<file path="src/rtl/keypad_varredura.sv">
// keypad_varredura
// Scans and debounces the 4x4 matrix keypad. Columns are driven low one at
// a time. After a settle interval the synchronized rows are latched for that
// column. Each full scan is reduced to a single key code. A new code is
// accepted once DEBOUNCE consecutive scans agree on it.
//
// Ports:
//   clk          system clock (1000 Hz)
//   rst          synchronous, active-high reset
//   kpd_linhas   row inputs, active-low, asynchronous to clk
//   kpd_colunas  column drives, active-low, exactly one bit low
//   tecla_atual  debounced key code (0-15, 31 = no key)
//   tecla_pulso  one-cycle strobe when tecla_atual takes a new key value
module keypad_varredura #(
    parameter int SETTLE   = 3,
    parameter int DEBOUNCE = 3
) (
    input  logic       clk,
    input  logic       rst,
    input  logic [3:0] kpd_linhas,
    output logic [3:0] kpd_colunas,
    output logic [4:0] tecla_atual,
    output logic       tecla_pulso
);

    localparam int SW = (SETTLE > 1) ? $clog2(SETTLE + 1) : 1;
    localparam int CW = (DEBOUNCE > 1) ? $clog2(DEBOUNCE + 1) : 1;
    localparam logic [SW-1:0] SETTLE_MAX = SW'(SETTLE);
    localparam logic [CW-1:0] CNT_MAX    = CW'(DEBOUNCE);
    localparam logic [4:0]    NENHUMA    = 5'd31;

    // Key code for matrix position idx = row*4 + col.
    function automatic logic [4:0] codigo_tecla(input logic [3:0] idx);
        case (idx)
            4'd0:    codigo_tecla = 5'd1;
            4'd1:    codigo_tecla = 5'd2;
            4'd2:    codigo_tecla = 5'd3;
            4'd3:    codigo_tecla = 5'd10;
            4'd4:    codigo_tecla = 5'd4;
            4'd5:    codigo_tecla = 5'd5;
            4'd6:    codigo_tecla = 5'd6;
            4'd7:    codigo_tecla = 5'd11;
            4'd8:    codigo_tecla = 5'd7;
            4'd9:    codigo_tecla = 5'd8;
            4'd10:   codigo_tecla = 5'd9;
            4'd11:   codigo_tecla = 5'd12;
            4'd12:   codigo_tecla = 5'd14;
            4'd13:   codigo_tecla = 5'd0;
            4'd14:   codigo_tecla = 5'd15;
            default: codigo_tecla = 5'd13;
        endcase
    endfunction

    // Reduce the 16 pressed flags to a code. Anything other than exactly one
    // key is treated as no key, which also rejects ghosting.
    function automatic logic [4:0] resolve_varredura(input logic [15:0] pressed);
        int         n;
        logic [4:0] code;
        n    = 0;
        code = NENHUMA;
        for (int i = 0; i < 16; i++) begin
            if (pressed[i]) begin
                n    = n + 1;
                code = codigo_tecla(4'(i));
            end
        end
        resolve_varredura = (n == 1) ? code : NENHUMA;
    endfunction

    // Saturating increment for the debounce counter.
    function automatic logic [CW-1:0] sat_incr(input logic [CW-1:0] v);
        sat_incr = (v == CNT_MAX) ? v : v + CW'(1);
    endfunction

    logic [3:0]      sync_p0;
    logic [3:0]      sync_p1;
    logic [1:0]      col;
    logic [SW-1:0]   settle;
    logic [3:0]      amostra_c0;
    logic [3:0]      amostra_c1;
    logic [3:0]      amostra_c2;
    logic [4:0]      candidato;
    logic [CW-1:0]   cnt;

    logic [3:0][3:0] linhas_scan;
    logic [15:0]     pressionadas;
    logic [4:0]      resultado;
    logic            amostrar;
    logic            fim_varredura;
    logic [4:0]      cand_next;
    logic [CW-1:0]   cnt_next;
    logic            aceita;

    assign kpd_colunas = ~(4'b0001 << col);

    assign amostrar      = (settle == SETTLE_MAX);
    assign fim_varredura = amostrar && (col == 2'd3);

    // Column 3 is never stored; it is taken from the live synchronized rows
    // on the same cycle the scan is evaluated.
    assign linhas_scan = {sync_p1, amostra_c2, amostra_c1, amostra_c0};

    always_comb begin
        pressionadas = '0;
        for (int r = 0; r < 4; r++) begin
            for (int c = 0; c < 4; c++) begin
                pressionadas[r*4 + c] = ~linhas_scan[c][r];
            end
        end
    end

    assign resultado = resolve_varredura(pressionadas);

    always_comb begin
        cand_next = candidato;
        cnt_next  = cnt;
        if (resultado == candidato) begin
            cnt_next = sat_incr(cnt);
        end else begin
            cand_next = resultado;
            cnt_next  = CW'(1);
        end
    end

    // Acceptance looks at the post-update count, so the output changes on the
    // same edge that completes the DEBOUNCE-th agreeing scan.
    assign aceita = fim_varredura && (cnt_next == CNT_MAX) && (cand_next != tecla_atual);

    always_ff @(posedge clk) begin
        if (rst) begin
            sync_p0     <= 4'b1111;
            sync_p1     <= 4'b1111;
            col         <= 2'd0;
            settle      <= '0;
            amostra_c0  <= 4'b1111;
            amostra_c1  <= 4'b1111;
            amostra_c2  <= 4'b1111;
            candidato   <= NENHUMA;
            cnt         <= '0;
            tecla_atual <= NENHUMA;
            tecla_pulso <= 1'b0;
        end else begin
            // stage p0 -> p1: two-flop row synchronizer
            sync_p0     <= kpd_linhas;
            sync_p1     <= sync_p0;
            tecla_pulso <= 1'b0;

            if (amostrar) begin
                settle <= '0;
                col    <= col + 2'd1;
                case (col)
                    2'd0:    amostra_c0 <= sync_p1;
                    2'd1:    amostra_c1 <= sync_p1;
                    2'd2:    amostra_c2 <= sync_p1;
                    default: ;
                endcase
                if (fim_varredura) begin
                    candidato <= cand_next;
                    cnt       <= cnt_next;
                    if (aceita) begin
                        tecla_atual <= cand_next;
                        tecla_pulso <= (cand_next != NENHUMA);
                    end
                end
            end else begin
                settle <= settle + SW'(1);
            end
        end
    end

endmodule

</file>
<file path="config.mk">
export PLATFORM = sky130hd
export DESIGN_NAME = keypad_varredura
export DESIGN_NICKNAME = d
export VERILOG_FILES = /design/src/rtl/keypad_varredura.sv
export SDC_FILE = /design/constraint.sdc
export NUM_CORES = 1
export LEC_CHECK = 0
export CORE_MARGIN = 3
export CORE_UTILIZATION = 45
export CTS_CLUSTER_SIZE = 14
export DETAILED_ROUTE_END_ITERATION = 8
export PLACE_DENSITY = 0.66
export SETUP_SLACK_MARGIN = 0.1
export SLEW_MARGIN = 30
export SYNTH_ARGS = -nofsm -noshare
export SYNTH_HDL_FRONTEND = slang
export SYNTH_SLANG_ARGS = --single-unit
</file>
<file path="constraint.sdc">
create_clock -name clk -period 12.3 [get_ports clk]
set_clock_uncertainty 0.1 [all_clocks]
set_input_delay 2.46 -clock clk [delete_from_list [all_inputs] [get_ports clk]]
set_output_delay 2.46 -clock clk [all_outputs]
set_load 0.05 [all_outputs]
</file>
==> run summary <==
STA
- Final Hold Fails: 0
- Tightest Pin Transition: 707.2 ps
- Rel. slew slack: 52.52%
- share of the clock period used by the worst path after layout: 90.97%
- minimum clock period after layout: 11190 ps
- Final setup viols: 0
- RSZ-0062 raised after global routing: no
- Total Negative Setup Slacks: 0 ps
- Pins Over Slew Limit: 0
- achievable frequency: 89.37 MHz

Synthesis
- post-synth top area cell: sky130_fd_sc_hd__dfxtp_1
- Netlist cell types: 77
- average cell area after synthesis: 8.070 µm²
- synthesized instance count: 500
- commonest register cell after synthesis: sky130_fd_sc_hd__dfxtp_1
- count of flip-flops with a built-in enable after synthesis: 0
- cell area after synthesis: 0.004035 mm²
- synth top area cells: sky130_fd_sc_hd__dfxtp_1 18%, sky130_fd_sc_hd__ha_1 6.8%, sky130_fd_sc_hd__xnor3_1 6.1%, sky130_fd_sc_hd__xnor2_1 6.1%, sky130_fd_sc_hd__a211o_1 4.1%
- Syn Nets: 528
- #FFs+latches synth: 37
- fraction of post-synthesis cell area in the top cell type by area: 18.36%
- sequential share of the synthesized area: 18.36%
- cell types with the highest counts after synthesis: 37 x sky130_fd_sc_hd__dfxtp_1, 37 x sky130_fd_sc_hd__nand2_1, 37 x sky130_fd_sc_hd__nor2_1
- Post-synth ARST share: 0%
- number of warnings issued by yosys: 0

Global routing
- Remaining Overflow, GRT: 0
- number of global-route vias before repair: 3445
- pin count of the biggest net entering global routing: 41
- wire length of the first global-routing pass: 15900 µm
- all-layer global routing usage: 18.49%
- initial antenna violation count: 0

Setup path
- delay contributed by the slowest stage of the critical path: 430 ps
- Worst path most repeated cell: sky130_fd_sc_hd__ha_1
- Setup CP Type: register to register
- worst-path fanout max: 8
- CP endpoint kind: register
- worst reg2reg setup slack: 1110 ps
- worst path required time: 12370 ps
- startpoint type of the worst setup path: register
- Bufs and invs on worst path: 3
- Worst path top cell family by delay: adder cells
- slowest CP cell: sky130_fd_sc_hd__dfxtp_1
- WP data arrival: 11260 ps

Detailed routing
- final antenna-violating net count: 0
- number of iterations in the first detailed-routing pass: 4
- total via count after detailed routing: 3602
- per-cell via count in the routed design: 5.934
- total wire length after detailed routing: 9039 µm
- count of unresolved DRC violations after routing: 0
- routed len/inst: 14.89 µm
- Iteration-0 DRC Markers: 139

CTS
- htree depth: 2
- clock slew at reported path FFs: 70 ps
- TritonCTS clock tree: done
- total CTS buffers: 5
- clk sinks: 37
- # Post-CTS Setup Buffers: 0
- # hold bufs at CTS: 0
- number of buffers between clock root and the deepest sink: 2
- Clock Latency Late Sink: 280 ps
- quantity of gates resized following cts: 0
- Clk Tree Root Cell: sky130_fd_sc_hd__clkbuf_8

Floorplanning
- area of the core region: 0.008464 mm²
- I/O pin cnt: 16
- area of the die: 0.01014 mm²
- x dimension of the die: 100.7 µm
- DIE HEIGHT: 100.7 µm
- site row count: 33
- Starting Density: 47.67%

Placement
- number of buffers inserted by port buffering: 15
- RePlAce Congestion: 0.8068
- Detailed Place HPWL: 6944 µm

Power
- PwrDens: 83.69 mW/mm²
- total power: 363.3 µW
- maximum vdd drop: 0.07587 mV
- reported leakage power: 0.001923 µW

Min path
- HP Class: register to register

Cells and area
- total inserted antenna cells: 0
- synthesis-to-layout area growth: 7.597%
- Final nets: 529
- fraction of final layout cells sized beyond drive strength 1: 7.570%

Outcome
- result of the run: completed

Flow run
- count of max-cap constraint violations: 0

[routing by layer]
metal | part of all wire [%] | global-route usage (%)
met4 | 1.1 | 4.974
met1 | 49 | 24.67
met5 | 0 | 0
met2 | 47 | 31.90
met3 | 3.0 | 1.592
[kinds of logic after synthesis]
logic type | share of synthesized area [%]
and+or+nand+nor | 27.23
AOI/OAI and AO/OA | 24.84
xor gates and xnor gates | 15.60
buffers and inverters | 4.620
DFF | 18.36
adders and majority gates | 7.070
muxes | 2.295
[path summary, 6_finish.rpt]
path         depth (start not counted)            to           from
max                                 55  candidato[0]  amostra_c1[0]
min                                  1    sync_p1[0]     sync_p0[0]
max reg2reg                         55  candidato[0]  amostra_c1[0]
min reg2reg                          1    sync_p1[0]     sync_p0[0]
[report_power, final]
| group | internal, µW | switching, µW | total [µW] |
|---|---|---|---|
| clock | 66.0 | 40.2 | 106 |
| sequential | 123 | 6.08 | 129 |
| combinational | 57.1 | 70.6 | 128 |
[sequential cells by signal (all words and copies together), names as in the netlist]
| register | flops |
|---|---|
| col | 2 |
| amostra_c0 | 4 |
| sync_p1 | 4 |
| amostra_c2 | 4 |
| amostra_c1 | 4 |
| sync_p0 | 4 |
| candidato | 5 |
| tecla_atual | 5 |
| tecla_pulso | 1 |
| cnt | 2 |
| settle | 2 |
[cells in the final DEF, fill, tap and decap left out, types with 11 or more instances in the layout]
cell type,count
sky130_fd_sc_hd__nor2_1,37
sky130_fd_sc_hd__nand2_1,37
sky130_fd_sc_hd__dfxtp_1,37
sky130_fd_sc_hd__xnor2_1,28
sky130_fd_sc_hd__ha_1,22
sky130_fd_sc_hd__o21ai_0,21
sky130_fd_sc_hd__nand3_1,19
sky130_fd_sc_hd__a211o_1,19
sky130_fd_sc_hd__inv_1,18
sky130_fd_sc_hd__a21oi_1,18
sky130_fd_sc_hd__and3_1,18
sky130_fd_sc_hd__nor2b_1,17
sky130_fd_sc_hd__clkdlybuf4s50_1,15
sky130_fd_sc_hd__a21o_1,13
sky130_fd_sc_hd__nand2b_1,12
sky130_fd_sc_hd__xnor3_1,11
[cell type report]
type	count	area, µm²
Clock buffer	7	86.33
Clock inverter	1	30.03
Fill cell	819	4123
Inverter	19	72.57
Multi-Input combinational cell	420	3108
Sequential cell	37	740.7
Tap cell	105	131.4
Timing Repair Buffer	18	172.7
[per-stage QoR]
step	hold WS [ps]	utilization [%]	instance area, µm²	std cells	setup slack (ps)
2_1_floorplan	289.5	-	4035	500	2340
3_3_place_gp	291.3	49.74	4210	597	1216
3_5_place_dp	293.2	49.74	4210	597	853.1
4_1_cts	314.6	51.12	4327	605	822.6
5_1_grt	330.0	51.29	4342	607	198.5
6_report	307.1	51.29	4342	607	1110
Note: power is estimated with default switching activity, not from simulation.
==> RTL change, RTL diff (same flow settings) <==
Register the input `kpd_linhas` before use, cleared by the reset. The logic sees it one clock later.
--- a/src/rtl/keypad_varredura.sv
+++ b/src/rtl/keypad_varredura.sv
@@ -29,4 +29,14 @@
     localparam logic [CW-1:0] CNT_MAX    = CW'(DEBOUNCE);
     localparam logic [4:0]    NENHUMA    = 5'd31;
+
+    logic [3:0] kpd_linhas_q;
+
+    always_ff @(posedge clk) begin
+        if (rst) begin
+            kpd_linhas_q <= '0;
+        end else begin
+            kpd_linhas_q <= kpd_linhas;
+        end
+    end
 
     // Key code for matrix position idx = row*4 + col.
@@ -142,5 +152,5 @@
         end else begin
             // stage p0 -> p1: two-flop row synchronizer
-            sync_p0     <= kpd_linhas;
+            sync_p0     <= kpd_linhas_q;
             sync_p1     <= sync_p0;
             tecla_pulso <= 1'b0;
Check against the original RTL: same outputs for any inputs over 10 cycles, from zero or initial values and one cycle with rst high; that may be too few to reach the edited logic, so the function may still have changed.
==> RTL change against the unedited design <==
  * Worst setup slack improved by 120 ps
  * Synthesized area increased by 6.4%
  * Design area increased by 5.9%
  * Sequential share of layout area increased by 0.79 points
  * Non-clock buffer count decreased by 2
  * Highest routed layer unchanged
  * Sequential cell count increased by 4
  * Largest power group is now combinational logic
  * Wire length increased by 3.4%
  * Maximum frequency increased by 1.0%
  * Power increased by 9.5%
  * Synthesized cell count increased by 5.4%
  * Critical path type unchanged
  * Critical path depth decreased by 3
==> RTL change: results (changes against the unedited design) <==
- P_leak: 1.92 nW (about the same)
- Hold Startpoint: sync_p0[1] (was sync_p0[0])
- Data buffer area share: 0.0343 (was 0.0398)
- Status: completed (unchanged)
- Post-route cell area: 0.00460 sq mm (was 0.00434 sq mm)
- Largest net degree at the start of global routing: 35 (was 41)
- Placed insts: 643 (was 597)
- Cell count of the worst reg-to-reg path: 52 (was 55)
- Fin crit share: 0.900 (was 0.910)
- Min Hold Slack: 308 ps (was 307 ps)
- Dpl hpwl: 6970 um (was 6940 um)
- Fillcell total: 914 (was 819)
- Maximum vdd drop: 85.4 uV (was 75.9 uV)
- ClkCell Share: 0.0242 (was 0.0268)
- Gr usage total: 0.177 (was 0.185)
- Proportion of cell area occupied by registers: 0.179 (was 0.171)
- First-pass GRT wire length: 16700 um (was 15900 um)
- Buffers, non-clock: 16 (was 18)
- Reg-to-reg slack, setup: 1230 ps (was 1110 ps)
- Nets: 549 (was 529)
- Via-to-Cell Ratio: 5.84 (was 5.93)
- Sequential-to-total area share from yosys stat: 0.191 (was 0.184)
- CP max stage cell: xnor3_1 (was dfxtp_1)
- Clock Latency Late Sink: 300 ps (was 280 ps)
- Die Area: 0.0107 sq mm (was 0.0101 sq mm)
- Vias in the first global route: 3619 (was 3445)
- Clock buffers: 6 (was 7)
- Critical path arrival: 11180 ps (was 11260 ps)
- Critical path peak fanout: 12 (was 8)
- Syn nets: 555 (was 528)
- Multi-input gate area in the final layout: 0.00327 sq mm (was 0.00311 sq mm)
- Routed WL per cell: 14.4 um (was 14.9 um)
- Post-DP Area: 0.00448 sq mm (was 0.00421 sq mm)
- End of the worst register-to-register path: cnt[0] (was candidato[0])
- Syn_area_per_cell: 8.14 sq um (was 8.07 sq um)
[RTL change: cell types whose count changed after synthesis, moves of 5 or more]
cell and delta:
o211ai_1 +7, o31ai_1 -5, o21ai_0 -6, a21o_1 -7
nand2_1 +8, nor2b_1 +6, xnor2_1 -8, clkbuf_1 +6
[RTL change: report_power, final]
part	leakage, nW	internal, mW	switching [mW]
clock network	0.0554	0.0609	0.0476
registers	0.336	0.137	0.00730
logic	1.53	0.0607	0.0842
total	1.92	0.259	0.139
[RTL change: cell families (layout without fill, tap and decap cells)]
group                      Yosys count  in the layout  synth area share
and+or+nand+nor                    219            219             0.279
AOI/OAI and AO/OA                  134            134             0.238
buffers and inverters               50             45            0.0481
xor gates and xnor gates            48             48             0.145
DFF                                 41             41             0.191
adders and majority gates           23             23            0.0665
muxes                               12             12            0.0324
[RTL change: routing by layer]
layer	vias to the layer above	track usage	wire (um)
li1	1926	-	-
met1	1807	0.234	4550
met2	55	0.307	4460
met3	14	0.0181	198
met4	0	0.0513	133
met5	-	0	0
